--- src/rtl/fb_triple_sched.sv ---
// Triple-buffer frame scheduler: rotates write/ready/read ownership of three
// frame buffers on writer and reader start-of-frame pulses.
module fb_triple_sched #(
  parameter int C_ADDR_WIDTH = 32,
  parameter int C_CNT_WIDTH  = 8
) (
  input  logic                    clk,
  input  logic                    resetn,
  input  logic                    soft_resetn,
  input  logic [C_ADDR_WIDTH-1:0] buf0_addr,
  input  logic [C_ADDR_WIDTH-1:0] buf1_addr,
  input  logic [C_ADDR_WIDTH-1:0] buf2_addr,
  input  logic                    w_sof,
  output logic [1:0]              w_idx,
  output logic [C_ADDR_WIDTH-1:0] w_addr,
  input  logic                    r_sof,
  output logic [1:0]              r_idx,
  output logic [C_ADDR_WIDTH-1:0] r_addr,
  output logic                    r_valid,
  output logic                    r_repeat,
  output logic [C_CNT_WIDTH-1:0]  drop_cnt,
  output logic [C_CNT_WIDTH-1:0]  repeat_cnt
);

  logic [1:0]             w_q, d_q, r_q, w_n, d_n, r_n;
  logic                   dv_q, dv_n, busy_q, busy_n, rv_q, rv_n, rrep_q, rrep_n;
  logic [C_CNT_WIDTH-1:0] drop_q, drop_n, rep_q, rep_n;

  // Writer step first, reader step sees its result so a frame completed in
  // the same cycle goes straight to the reader.
  always_comb begin
    w_n    = w_q;
    d_n    = d_q;
    r_n    = r_q;
    dv_n   = dv_q;
    busy_n = busy_q;
    rv_n   = rv_q;
    rrep_n = rrep_q;
    drop_n = drop_q;
    rep_n  = rep_q;
    if (w_sof) begin
      if (!busy_q) begin
        busy_n = 1'b1;
      end else begin
        if (dv_q) drop_n = drop_q + 1'b1;
        w_n  = d_q;
        d_n  = w_q;
        dv_n = 1'b1;
      end
    end
    if (r_sof) begin
      if (dv_n) begin
        r_n    = d_n;
        d_n    = r_q;
        dv_n   = 1'b0;
        rv_n   = 1'b1;
        rrep_n = 1'b0;
      end else begin
        rrep_n = 1'b1;
        rep_n  = rep_q + 1'b1;
      end
    end
    if (!soft_resetn) begin
      w_n    = 2'd0;
      r_n    = 2'd1;
      d_n    = 2'd2;
      dv_n   = 1'b0;
      busy_n = 1'b0;
      rv_n   = 1'b0;
      rrep_n = 1'b0;
      drop_n = '0;
      rep_n  = '0;
    end
  end

  always_ff @(posedge clk or negedge resetn) begin
    if (!resetn) begin
      w_q    <= 2'd0;
      r_q    <= 2'd1;
      d_q    <= 2'd2;
      dv_q   <= 1'b0;
      busy_q <= 1'b0;
      rv_q   <= 1'b0;
      rrep_q <= 1'b0;
      drop_q <= '0;
      rep_q  <= '0;
    end else begin
      w_q    <= w_n;
      r_q    <= r_n;
      d_q    <= d_n;
      dv_q   <= dv_n;
      busy_q <= busy_n;
      rv_q   <= rv_n;
      rrep_q <= rrep_n;
      drop_q <= drop_n;
      rep_q  <= rep_n;
    end
  end

  function automatic logic [C_ADDR_WIDTH-1:0] addr_of(input logic [1:0] idx);
    case (idx)
      2'd0:    addr_of = buf0_addr;
      2'd1:    addr_of = buf1_addr;
      default: addr_of = buf2_addr;
    endcase
  endfunction

  // Base addresses are static, so muxing off the registered index keeps
  // the addresses effectively registered while tracking the inputs.
  assign w_idx      = w_q;
  assign r_idx      = r_q;
  assign w_addr     = addr_of(w_q);
  assign r_addr     = addr_of(r_q);
  assign r_valid    = rv_q;
  assign r_repeat   = rrep_q;
  assign drop_cnt   = drop_q;
  assign repeat_cnt = rep_q;

  a_perm: assert property (@(posedge clk) disable iff (!resetn)
    (w_q != d_q) && (w_q != r_q) && (d_q != r_q));

endmodule

--- config.mk ---
export PLATFORM = sky130hd
export DESIGN_NAME = fb_triple_sched
export DESIGN_NICKNAME = d
export VERILOG_FILES = /design/src/rtl/fb_triple_sched.sv
export SDC_FILE = /design/constraint.sdc
export NUM_CORES = 1
export LEC_CHECK = 0
export BUFFER_PORTS_ARGS = -buffer_cell sky130_fd_sc_hd__buf_2
export CAP_MARGIN = 15
export CORE_AREA = 2 2 63 109
export DETAILED_ROUTE_END_ITERATION = 10
export DIE_AREA = 0 0 65 111
export PLACE_DENSITY = 0.83
export SLEW_MARGIN = 20
export SYNTH_ARGS = -nofsm -noshare
export SYNTH_HDL_FRONTEND = slang
export SYNTH_SLANG_ARGS = --single-unit
--- constraint.sdc ---
create_clock -name clk -period 1.6 [get_ports clk]
set_input_delay 0.08 -clock clk [delete_from_list [all_inputs] [get_ports clk]]
set_output_delay 0.08 -clock clk [all_outputs]
set_load 0.1 [all_outputs]
==> results of run 1 <==
## repair_timing
item,4_1_cts
endpoints found under the hold margin,24
setup buffers,8
endpoints found under the setup margin,64
hold buffers,1
pin swaps,9
resized for setup,36
## layer usage
metal	GRT overflow	global-route usage
met5	0	0.180
met4	125	1.10
met3	2	0.697
met2	302	1.18
met1	4	0.894
## metrics by stage
step	utilization	setup WS, ns	cells	area, um^2	TNS (ns)
after CTS	0.948	-0.192	614	6060	-4.73
after detailed placement	0.888	0.0140	601	5680	0
after global placement	0.888	0.0832	601	5680	0
after floorplan	-	-0.269	345	3640	-11.77
## kinds of logic after synthesis
| logic type | share of synthesized area |
|---|---|
| and+or+nand+nor | 0.206 |
| AOI/OAI and AO/OA | 0.190 |
| muxes | 0.278 |
| buffers and inverters | 0.0579 |
| DFF | 0.252 |
| xor gates and xnor gates | 0.00675 |
| adders and majority gates | 0.00964 |
==> run summary, run 1 <==
Top-area cell type share of the netlist area: 0.278
Synth Area per Inst: 7.52 um^2
GRT worst endpoint: r_addr[28]
Yosys reg bits: 26
Commonest cells in the netlist: 78 x nand2_1, 72 x mux2i_1, 70 x o21ai_0
I/O pins: 187
Seq/Total Area, Yosys: 0.252
Count leader, synth: nand2_1
GPL Wtd Cong: 0.930
Initial core utilization: 0.406
Port bufs: 186
Netlist cell types: 33
Net Count, Synth: 448
CTS Buf Count: 3
Error Message: [ERROR GRT-0232] Routing congestion too high. Check the congestion heatmap in the GUI.
Post-Syn Area: 2590 um^2
Post-DP HPWL: 9960 um
Clock sinks: 26
Top_reg_cell synth: dfrtp_1
Rows: 39
Last stage: global routing
Worst EP Category: primary output
Yosys top cell by area: mux2i_1
Share of flip-flops with an asynchronous set or reset: 1.00
Number of synthesized flops with an enable pin: 0
CTS Buffer Depth: 2
Number of H-tree levels: 1
GRT Resource Usage Total: 0.952
Cells after Synth: 345
GR Overflow Total: 433
Die W: 65 um
Synth area leaders: mux2i_1 28%, dfrtp_1 23%, o21ai_0 14%
Chip Height: 111 um
Status: aborted with a tool error
Synth warn: 0
Clk root buf: clkbuf_16
Largest net degree at the start of global routing: 31
==> run 2: changes to the inputs <==
- CORE_AREA: 2 2 63 109 -> 2 2 97 99
- DIE_AREA: 0 0 65 111 -> 0 0 99 101
- PLACE_DENSITY: 0.83 -> default
- PLACE_DENSITY_LB_ADDON: default -> 0.15
==> run 2 against run 1 <==
The flow now finishes, with violations (negative setup slack). Synthesized area stayed put. Synthesized cell count unchanged.
==> run summary, run 2 <==
Final setup violating endpoints: 64
Avg WL per Cell: 17.4 um
GRT Resource Usage Total: 0.217
Multi-input gate area in the final layout: 2950 um^2
Max Fanout on Critical Path: 13
Critical Path Source: r_idx[0]
R2R Path End: repeat_cnt[5]
Routed Antenna Nets: 0
CTS Buf Count: 3
CP Capture Point: r_addr[25]
Dpl cells: 629
Yosys top cell by area: mux2i_1
Netlist cell types: 33
Yosys reg bits: 26
Port bufs: 186
Final TNS setup: -7.07 ns
Initial core utilization: 0.289
WL final: 11100 um
Post-DP HPWL: 8550 um
Post-Syn Area: 2590 um^2
Critical path endpoint category: output port
Vias in the first global route: 3360
Count leader, synth: nand2_1
Power Density: 740 nW/um^2
Worst R2R Start: busy_q
P_leak: 2.44 nW
Post-route insts no fill: 638
Commonest cells in the netlist: 78 x nand2_1, 72 x mux2i_1, 70 x o21ai_0
Post-layout minimum cycle time: 1.80 ns
Status: finished, violations left
Violated checks: negative setup slack
Slew Limit Fails: 0
DIE AREA: 10000 um^2
Register-to-Register Path Depth: 4
Via-per-instance ratio: 5.19
Commonest non-fill, non-tap cell in the layout: buf_2
Die W: 99 um
Final Hold Viols: 0
DRC errors left: 0
Largest net degree at the start of global routing: 39
Net Count, Synth: 448
Min Hold Slack: 0.126 ns
Ant. Diodes: 0
CP Class: register to output port
Most frequent cells in the layout: 118 x buf_2, 79 x buf_12, 78 x nand2_1
GR Overflow Total: 0
CTS tree: yes
Synth Area per Inst: 7.52 um^2
Cell area after layout: 6150 um^2
Area after DPL: 5700 um^2
CTS Buffer Depth: 2
Vias: 3310
Maximum VDD drop: 0.515 mV
First-pass iteration count of the detailed router: 5
Slew @ Worst Pin: 0.602 ns
R2r setup slk: 0.11 ns
Top_reg_cell synth: dfrtp_1
Number of H-tree levels: 1
Hold_sp: w_sof
Worst EP required: 1.52 ns
Rel. slew slack: 0.599
GPL Wtd Cong: 0.825
Cells after Synth: 345
Skew-Pair Late Insertion Delay: 0.28 ns
Nets: 631
Initial antenna violation count: 0
Final Total Pwr: 4.55 mW
Top-area cell type share of the netlist area: 0.278
Seq/Total Area, Yosys: 0.252
Share of layout cells above drive strength 1: 0.674
Final period utilization: 1.13
Share of flip-flops with an asynchronous set or reset: 1.00
Fin worst setup slack: -0.204 ns
Synth area leaders: mux2i_1 28%, dfrtp_1 23%, o21ai_0 14%
Area grow syn2layout: 137%
Core Region: 8980 um^2
Clock-pin slew on the worst setup and hold paths: 0.10 ns
RSZ-0062 raised after global routing: true
# Max-Cap Violations: 0
Rows: 35
I/O pins: 187
Critical Path Start Type: register
Number of synthesized flops with an enable pin: 0
Chip Height: 101 um
Initial DRC Count: 66
First-pass GRT wire length: 17500 um
Clock skew: 0.00827 ns
Fmax: 554 MHz
Arrival time at the worst endpoint: 1.72 ns
Clock sinks: 26
Synth warn: 0
Clk root buf: clkbuf_8
# fillers: 660
Worst min-delay path class: input pin to register
Reg area: 694 um^2
[run 2: how the worst min path moves through the flow]
stage	to	slack (ns)	depth (start not counted)
after detailed placement	repeat_cnt[7]	0.12	1
final	busy_q	0.13	3
after CTS	busy_q	0.12	3
after global routing	w_idx[0]	0.16	3
after global placement	repeat_cnt[6]	0.11	1
after floorplan	busy_q	-0.22	0
[run 2: critical path: stages, from the launching register on]
cell     delay, ns
dfstp_4       0.68
buf_12        0.20
mux2i_2       0.28
o21ai_4       0.10
buf_12        0.17
[run 2: stage by stage]
stage	utilization	worst slack [ns]
floorplan	-	-0.269
global placement	0.634	0.108
detailed placement	0.634	0.0839
CTS	0.678	-0.216
global route	0.685	-0.252
finish	0.685	-0.204
[run 2: layout make-up]
cell class,count,share of cell area
clock inverter,1,0.00488
multi-input combinational,285,0.479
sequential,26,0.113
tap,111,0.0226
timing repair buffer,207,0.371
clock buffer,3,0.00671
inverter,5,0.00305
[run 2: power by group]
group	internal (mW)	total [mW]	switching (mW)	leakage, nW
Combinational	1.20	3.29	2.09	2.08
Clock	0.335	0.552	0.217	0.0357
Sequential	0.683	0.714	0.0304	0.323
[run 2: cells by family (layout without fill, tap and decap cells)]
kind of cell               count (synthesis)  in the layout  share of synthesized area
adders and majority gates                  2              2                    0.00964
muxes                                     72             72                      0.278
DFF                                       26             26                      0.252
AOI/OAI and AO/OA                         92             92                      0.190
and+or+nand+nor                          117            117                      0.206
xor gates and xnor gates                   2              2                    0.00675
buffers and inverters                     34            216                     0.0579
[run 2: per-layer routing]
metal / GRT usage / part of all wire
met5: 0 / 0
met3: 0.0194 / 0.048
met2: 0.417 / 0.55
met1: 0.262 / 0.39
met4: 0.0443 / 0.011
[run 2: repair_timing]
action / CTS / global route
endpoints found under the hold margin: 24 / 0
gates cloned: 3 / 0
endpoints found under the setup margin: 64 / 66
gates resized for setup: 46 / 21
hold buffers: 1 / 0
pin swaps: 5 / 3
setup buffers: 3 / 0
Note: power is estimated with default switching activity, not from simulation.
==> run 3: changes to the inputs <==
- CELL_PAD_IN_SITES_DETAIL_PLACEMENT: default -> 1
- CELL_PAD_IN_SITES_GLOBAL_PLACEMENT: default -> 2
- CORE_AREA: 2 2 97 99 -> 2 2 117 119
- DIE_AREA: 0 0 99 101 -> 0 0 119 121
- PLACE_DENSITY_LB_ADDON: 0.15 -> 0.08
==> run 3 against run 2 <==
The run still ends with negative setup slack left. Clock skew decreased by 0.0073 ns. Largest power group unchanged. Combinational power grew 3%. First-iteration DRC count increased by 42%. Highest routed layer unchanged. Worst hold slack got worse by 0.073 ns. Largest cell class unchanged. Final cell count grew 13%. Routed wire length up 19%.
==> run summary, run 3 (same netlist as run 2, synthesis figures left out) <==
Status: finished, violations left
Violated checks: negative setup slack
Post-DP HPWL: 10100 um
Chip Height: 121 um
I/O pins: 187
Max Fanout on Critical Path: 9
GR Overflow Total: 0
Power share of the combinational group: 0.714
Share of layout cells above drive strength 1: 0.696
Clock sinks: 26
CTS Buf Count: 3
Number of H-tree levels: 1
Switching Share: 0.510
# Max-Cap Violations: 0
First-pass iteration count of the detailed router: 4
NetSw: 2.41 mW
Critical path endpoint category: output port
CTS Buffer Depth: 2
Maximum VDD drop: 0.479 mV
Dpl cells: 701
Die W: 119 um
Initial core utilization: 0.198
Post-route insts no fill: 719
Skew-Pair Late Insertion Delay: 0.27 ns
P_leak: 2.55 nW
Clk root buf: clkbuf_16
Fin worst setup slack: -0.175 ns
Rows: 42
Via-per-instance ratio: 4.75
Ant. Diodes: 0
Most used cell, CP: buf_12
Slew @ Worst Pin: 0.619 ns
Critical Path Max Stage Delay: 0.69 ns
Slowest-stage cell, CP: dfstp_4
# fillers: 1395
Avg WL per Cell: 18.3 um
GPL Wtd Cong: 0.746
Initial DRC Count: 94
Clock-pin slew on the worst setup and hold paths: 0.07 ns
Clk network pwr share: 0.134
CP Class: register to output port
Most frequent cells in the layout: 118 x buf_2, 78 x nand2_1, 77 x buf_12
Slew Limit Fails: 0
CTS tree: yes
Min Hold Slack: 0.0529 ns
Initial antenna violation count: 0
Nets: 647
Reg power frac: 0.152
Cell area after layout: 6490 um^2
RSZ-0062 raised after global routing: true
DRC errors left: 0
Final period utilization: 1.11
Commonest non-fill, non-tap cell in the layout: buf_2
Vias in the first global route: 3616
Crit-path cells: buf_12, mux2i_4, o21ai_4, buf_12
Worst min-delay path class: input pin to register
Port bufs: 186
Area after DPL: 5830 um^2
Power Density: 729 nW/um^2
Clock skew: 0.000962 ns
Final TNS setup: -5.19 ns
Rel. slew slack: 0.587
Arrival time at the worst endpoint: 1.70 ns
Routed Antenna Nets: 0
P_int: 2.32 mW
Final setup violating endpoints: 57
Area grow syn2layout: 150%
WL final: 13200 um
GRT Resource Usage Total: 0.175
Largest net degree at the start of global routing: 27
First-pass GRT wire length: 20100 um
Final Hold Viols: 0
Vias: 3412
Core Region: 13100 um^2
Critical Path Start Type: register
DIE AREA: 14400 um^2
Post-layout minimum cycle time: 1.78 ns
Fmax: 563 MHz
Worst EP required: 1.52 ns
[run 3: worst max-delay path, delay by kind of cell, from the launching register on]
family / cells / cell delay, ns
mux: 1 / 0.28
compound gates: 1 / 0.09
buf+inv: 2 / 0.35
flops: 1 / 0.69
[run 3: metal layers]
layer / wire length [um] / part of all wire / track usage
met2: 6960 / 0.53 / 0.322
met3: 486 / 0.037 / 0.0216
met5: 0 / 0 / 0
met4: 176 / 0.013 / 0.0365
met1: 5550 / 0.42 / 0.218
[run 3: area by class of cell]
class | instances | area, um^2 | area share
Tap cell | 176 | 220 | 0.0339
Inverter | 5 | 18.8 | 0.00289
Clock buffer | 4 | 88.8 | 0.0137
Timing Repair Buffer | 223 | 2460 | 0.379
Sequential cell | 26 | 696 | 0.107
Multi-Input combinational cell | 285 | 3000 | 0.463
[run 3: timing repair]
action / 4_1_cts / 5_1_grt
buffers inserted: 6 / 2
gates resized for setup: 30 / 42
hold buffers: 1 / 0
hold endpoints to repair: 24 / 0
gates cloned: 1 / 4
setup endpoints to repair: 60 / 64
pin swaps: 1 / 5
[run 3: power by group through the flow]
stage               combinational (mW)  clock [mW]  sequential [mW]
finish                            3.38       0.634            0.719
global route                      3.48       0.668            0.725
CTS                               3.31       0.647            0.718
detailed placement                3.22           0            0.736
global placement                  3.18           0            0.735
floorplan                         2.00           0            0.802
[run 3: final timing paths]
kind / start / cells after the start / end / slack [ns]
setup / recovery: r_idx[0] / 4 / r_addr[6] / -0.18
hold / removal: soft_resetn / 3 / repeat_cnt[2] / 0.05
setup reg to reg: w_idx[1] / 5 / r_idx[1] / 0.11
hold reg to reg: r_valid / 2 / r_valid / 0.50
max in group asynchronous: resetn / 2 / drop_cnt[1] / 0.78
min in group asynchronous: resetn / 2 / repeat_cnt[5] / 0.35
[run 3: through the flow]
step / util / power [mW] / setup WS (ns)
3_3_place_gp: 0.445 / 3.92 / 0.0978
2_1_floorplan: - / 2.80 / -0.269
3_5_place_dp: 0.445 / 3.95 / 0.0783
4_1_cts: 0.471 / 4.68 / -0.169
5_1_grt: 0.496 / 4.87 / -0.232
6_report: 0.496 / 4.73 / -0.175
